### src/rtl/cpu_mem_pkg.sv
// rtl/cpu_mem_pkg.sv - shared types and constants for the CPU memory arbiter
// Contents: arbiter state encoding, requester IDs.
package cpu_mem_pkg;

    typedef enum logic [1:0] {
        ST_IDLE = 2'd0,
        ST_REQ  = 2'd1,
        ST_WAIT = 2'd2,
        ST_RESP = 2'd3
    } state_t;

    localparam logic GNT_INSTR = 1'b0;
    localparam logic GNT_DATA  = 1'b1;

endpackage

### src/rtl/cpu_rr_pick2.sv
// rtl/cpu_rr_pick2.sv - combinational two-way round-robin chooser
// Ports: req[0]=instruction, req[1]=data; last = previous winner;
//        valid = any request; winner = chosen requester ID.
module cpu_rr_pick2
    import cpu_mem_pkg::*;
(
    input  logic [1:0] req,
    input  logic       last,
    output logic       valid,
    output logic       winner
);

    always_comb begin
        valid  = |req;
        winner = GNT_INSTR;
        if (&req) begin
            // tie: whoever did not win last time goes now
            winner = (last == GNT_DATA) ? GNT_INSTR : GNT_DATA;
        end else if (req[1]) begin
            winner = GNT_DATA;
        end
    end

endmodule

### src/rtl/cpu_mem_arbiter.sv
// rtl/cpu_mem_arbiter.sv - round-robin arbiter sharing one memory port between fetch and load/store
// Ports: clk/rst (sync, active-high); i_* instruction requester; d_* data
//        requester; mem_* single-port memory; busy = transaction in flight.
module cpu_mem_arbiter
    import cpu_mem_pkg::*;
#(
    parameter int ADDR_WIDTH = 32,
    parameter int DATA_WIDTH = 32
) (
    input  logic                    clk,
    input  logic                    rst,
    input  logic                    i_req,
    input  logic [ADDR_WIDTH-1:0]   i_addr,
    output logic                    i_ack,
    output logic [DATA_WIDTH-1:0]   i_rdata,
    input  logic                    d_req,
    input  logic [ADDR_WIDTH-1:0]   d_addr,
    input  logic [DATA_WIDTH-1:0]   d_wdata,
    input  logic [DATA_WIDTH/8-1:0] d_wstrb,
    output logic                    d_ack,
    output logic [DATA_WIDTH-1:0]   d_rdata,
    output logic                    mem_req,
    output logic [ADDR_WIDTH-1:0]   mem_addr,
    output logic [DATA_WIDTH-1:0]   mem_wdata,
    output logic [DATA_WIDTH/8-1:0] mem_wstrb,
    input  logic                    mem_gnt,
    input  logic                    mem_rvalid,
    input  logic [DATA_WIDTH-1:0]   mem_rdata,
    output logic                    busy
);

    state_t state;
    state_t state_nxt;
    logic   last_grant;
    logic   pick_valid;
    logic   pick_winner;
    logic   capture;

    cpu_rr_pick2 u_pick (
        .req   ({d_req, i_req}),
        .last  (last_grant),
        .valid (pick_valid),
        .winner(pick_winner)
    );

    always_comb begin
        state_nxt = state;
        capture   = 1'b0;
        case (state)
            ST_IDLE: begin
                if (pick_valid) begin
                    state_nxt = ST_REQ;
                end
            end
            ST_REQ: begin
                if (mem_gnt) begin
                    // zero-wait memory answers in the grant cycle
                    if (mem_rvalid) begin
                        state_nxt = ST_RESP;
                        capture   = 1'b1;
                    end else begin
                        state_nxt = ST_WAIT;
                    end
                end
            end
            ST_WAIT: begin
                if (mem_rvalid) begin
                    state_nxt = ST_RESP;
                    capture   = 1'b1;
                end
            end
            ST_RESP: begin
                state_nxt = ST_IDLE;
            end
            default: begin
                state_nxt = ST_IDLE;
            end
        endcase
    end

    // last_grant doubles as "current owner" once a transaction has started
    always_ff @(posedge clk) begin
        if (rst) begin
            state      <= ST_IDLE;
            last_grant <= GNT_DATA;
            mem_req    <= 1'b0;
            mem_addr   <= '0;
            mem_wdata  <= '0;
            mem_wstrb  <= '0;
            i_ack      <= 1'b0;
            d_ack      <= 1'b0;
            i_rdata    <= '0;
            d_rdata    <= '0;
        end else begin
            state   <= state_nxt;
            mem_req <= (state_nxt == ST_REQ);
            i_ack   <= capture && (last_grant == GNT_INSTR);
            d_ack   <= capture && (last_grant == GNT_DATA);

            if ((state == ST_IDLE) && pick_valid) begin
                last_grant <= pick_winner;
                if (pick_winner == GNT_DATA) begin
                    mem_addr  <= d_addr;
                    mem_wdata <= d_wdata;
                    mem_wstrb <= d_wstrb;
                end else begin
                    mem_addr  <= i_addr;
                    mem_wdata <= '0;
                    mem_wstrb <= '0;
                end
            end

            if (capture) begin
                if (last_grant == GNT_DATA) begin
                    d_rdata <= mem_rdata;
                end else begin
                    i_rdata <= mem_rdata;
                end
            end
        end
    end

    assign busy = (state != ST_IDLE);

endmodule

### config.mk
export PLATFORM = sky130hd
export DESIGN_NAME = cpu_mem_arbiter
export DESIGN_NICKNAME = d
export VERILOG_FILES = /design/src/rtl/cpu_mem_pkg.sv /design/src/rtl/cpu_rr_pick2.sv /design/src/rtl/cpu_mem_arbiter.sv
export SDC_FILE = /design/constraint.sdc
export NUM_CORES = 1
export LEC_CHECK = 0
export CAP_MARGIN = 20
export CORE_MARGIN = 2
export CORE_UTILIZATION = 36
export DETAILED_ROUTE_END_ITERATION = 16
export HOLD_SLACK_MARGIN = 0.08
export PLACE_DENSITY = 0.85
export SLEW_MARGIN = 20
export SYNTH_ARGS = -nofsm -noshare
export SYNTH_HDL_FRONTEND = slang
export SYNTH_SLANG_ARGS = --single-unit
### constraint.sdc
create_clock -name clk -period 1.63 [get_ports clk]
set_clock_uncertainty 0.1 [all_clocks]
set_input_delay 0.2445 -clock clk [delete_from_list [all_inputs] [get_ports clk]]
set_output_delay 0.2445 -clock clk [all_outputs]
set_load 0.01 [all_outputs]
==> impl_metrics.ini <==
[run_status]
status = finished with violations
failed_checks = setup timing

[logic_synthesis]
synth_seq_area_share_pct = 50.5
synth_top_area_share_pct = 50.5
ys_types = 34
synth-compound-area-share_pct = 18.6
synth_fa_ha_area_share_pct = 0.915
netlist_area_um2 = 5470
syn-mean-instance-area_um2 = 9.42
ys_warn_count = 0
synth_cells = 581
syn_nets = 723
ys_seq_elements = 138
synth_edf_count = 0
synthMuxAreaShare_pct = 5.85
synth-simple-area-share_pct = 19.3
ys.flop_type = dfxtp_1
yosys.area.top_type = dfxtp_1
synth_top_family_by_area = simple AND/OR/NAND/NOR gates
ys_async_sr_fraction_pct = 0
synth_area_leaders = dfxtp_1 (50%), nand2b_1 (7.3%), o21ai_0 (5.9%), mux2i_1 (5.9%), a22o_1 (5.8%)
synthXorXnorAreaFrac_pct = 0

[setup_path]
slowest_delay_ps = 380
cp_top_family = simple AND/OR/NAND/NOR gates
worst-path-max-fanout = 13
critPathLaunchType = flop
path_cells = inv_4 > ha_4 > nand2_2 > or3_4 > buf_12 > mux2i_1
path_buf_inv = 2
cp.arrival_ps = 1850
criticalPathCategory = flop to flop
cp_slowest_cell = dfxtp_4
crit_path_end_kind = flop
cp.required_ps = 1820

[timing]
final-hold-violation-count = 0
rsz0062_at_grt = yes
max_slew_margin_pct = 72.9
worst_pin_slew_ps = 407
slew_viol_final = 0
setup_viol = 24
setup_ws_ps = -30.6
hold_ws_ps = 296
fin_crit_sh_pct = 102
fmax_ghz = 0.602
post-route-min-period_ps = 1660

[cells_and_area]
fillers = 1317
multi_input_area_um2 = 2550
final_area_um2 = 9130
layout-drive-gt1-share_pct = 9.91
layout_common_cells = dfxtp_1 (136), clkdlybuf4s50_1 (136), dlygate4sd2_1 (135)
nNetsFinal = 998
seq_area_um2 = 2770
diodes = 0
area_delta_synth_final_pct = 66.9

[job]
maxCapViolations = 0

[grt]
first_global_vias = 5043
grtUsageTotal_pct = 20.3
grt_overflow_total = 0
grt_max_degree = 48
grt_pass1_wl_um = 26200
antenna_found_initial = 0

[routing]
via_per_inst = 4.86
vias = 5133
drc_errors = 0
wl_um = 16400
firstDrtPassIters = 4
wl_per_cell_um = 15.6
detail-route-antenna-nets = 0
drtIter0Drc = 269

[pwr]
power.net_switching_mw = 2.53
p_sw_share_pct = 25.9
pwr-share-comb_pct = 20.9
p_leak_nw = 4.23
power_density_nw_per_um2 = 1070
clkPwrFrac_pct = 40.2
p_int_mw = 7.21
p_seq_share_pct = 39.0
ir_worst_vdd_v = 0.000734

[die]
die_h_um = 127
io-pin-count = 274
std_cell_rows = 45
die_x_um = 127
dieArea_um2 = 16200
core_um2 = 15000
initial_core_util_pct = 36.4

[clock_network]
clk_pin_slew_ps = 60
clock-sinks = 138
cts.htree.levels = 4
tritoncts = yes
clock_latency_ps = 410
cts_made_buffers = 17
cts_buffer_depth = 2
clk_root_buffer_cell = clkbuf_16

[placed_design]
place_congestion = 0.783
placed_area_um2 = 8580
hpwl_um = 11300
port_buffers = 273

[min_path]
hold_class = primary input to flop
power groups by stage:
stage	registers, mW	logic [mW]	clock network, mW
after CTS	3.79	2.02	3.99
after detailed placement	3.87	2.16	0
after global routing	3.83	2.20	4.14
final	3.79	2.03	3.91
after global placement	3.86	2.13	0
after floorplan	3.97	0.835	0
registers in the layout, indices dropped and copies added (netlist names), 2 cells and up:
name	cells
mem_wstrb	4
i_rdata	32
d_rdata	32
mem_wdata	32
state	2
mem_addr	32
through the flow:
step	setup TNS [ps]	cells	utilization (%)	total power, mW	worst slack (ps)
2_1_floorplan	-1130	581	-	4.81	-43.1
3_3_place_gp	-15460	1022	57.0	5.99	-149
3_5_place_dp	-20140	1022	57.0	6.03	-214
4_1_cts	-1540	1056	60.4	9.80	-76.4
5_1_grt	-2040	1056	60.7	10.2	-83.7
6_report	-401	1056	60.7	9.74	-30.6
area by class of cell:
cell class	instances	share of cell area [%]
clock buffers	23	5.23
clock inverters	8	1.27
inverters	3	0.178
multi-input cells	392	27.9
flip-flops and latches	138	30.3
well taps	188	2.58
repair buffers	304	32.5
worst paths after layout:
check,startpoint,endpoint,slack [ps],cells after the start
setup / recovery,state[0]$_SDFF_PP0_,i_rdata[12]$_SDFFE_PP0P_,-30,6
hold / removal,i_addr[26],mem_addr[26]$_SDFFE_PP0P_,300,3
setup reg to reg,state[0]$_SDFF_PP0_,i_rdata[12]$_SDFFE_PP0P_,-30,6
hold reg to reg,i_rdata[6]$_SDFFE_PP0P_,i_rdata[6]$_SDFFE_PP0P_,370,2
Yosys cell counts (2+ instances only):
| library cell | n |
|---|---|
| nand2_1 | 69 |
| ha_1 | 4 |
| nor2_1 | 37 |
| buf_12 | 2 |
| nor2b_1 | 32 |
| a22o_1 | 36 |
| buf_2 | 19 |
| clkbuf_1 | 24 |
| a311oi_1 | 32 |
| or2_2 | 3 |
| inv_1 | 3 |
| buf_6 | 2 |
| nand2b_1 | 64 |
| a21oi_1 | 2 |
| dfxtp_1 | 138 |
| mux2i_1 | 32 |
| o21ai_0 | 65 |
cells by family after synthesis:
kind of cell | count (synthesis)
AO/OA/AOI/OAI | 146
buffers and inverters | 51
adder cells (fa/ha/maj) | 4
flip-flops | 138
AND/OR/NAND/NOR | 210
multiplexers | 32
worst register-to-register path: stages (launching register included):
cell and delay (ps):
dfxtp_4 380, inv_4 60, ha_4 270, nand2_2 50
or3_4 380, buf_12 180, mux2i_1 130
layer usage:
layer	up-vias	wire (um)	global-route usage, %
li1	2561	-	-
met1	2390	6950	24.4
met2	161	8170	34.3
met3	21	1000	6.78
met4	0	304	6.59
met5	-	0	0
repair_timing:
item                       in CTS  in global routing
pin swaps                       1                  2
setup endpoints to repair     193                 68
gates resized for setup       154                 28
hold buffers                    1                  0
hold endpoints to repair        1                  0
gates cloned                    2                  0
buffers inserted                0                  0
(Power assumes the default switching activity.)
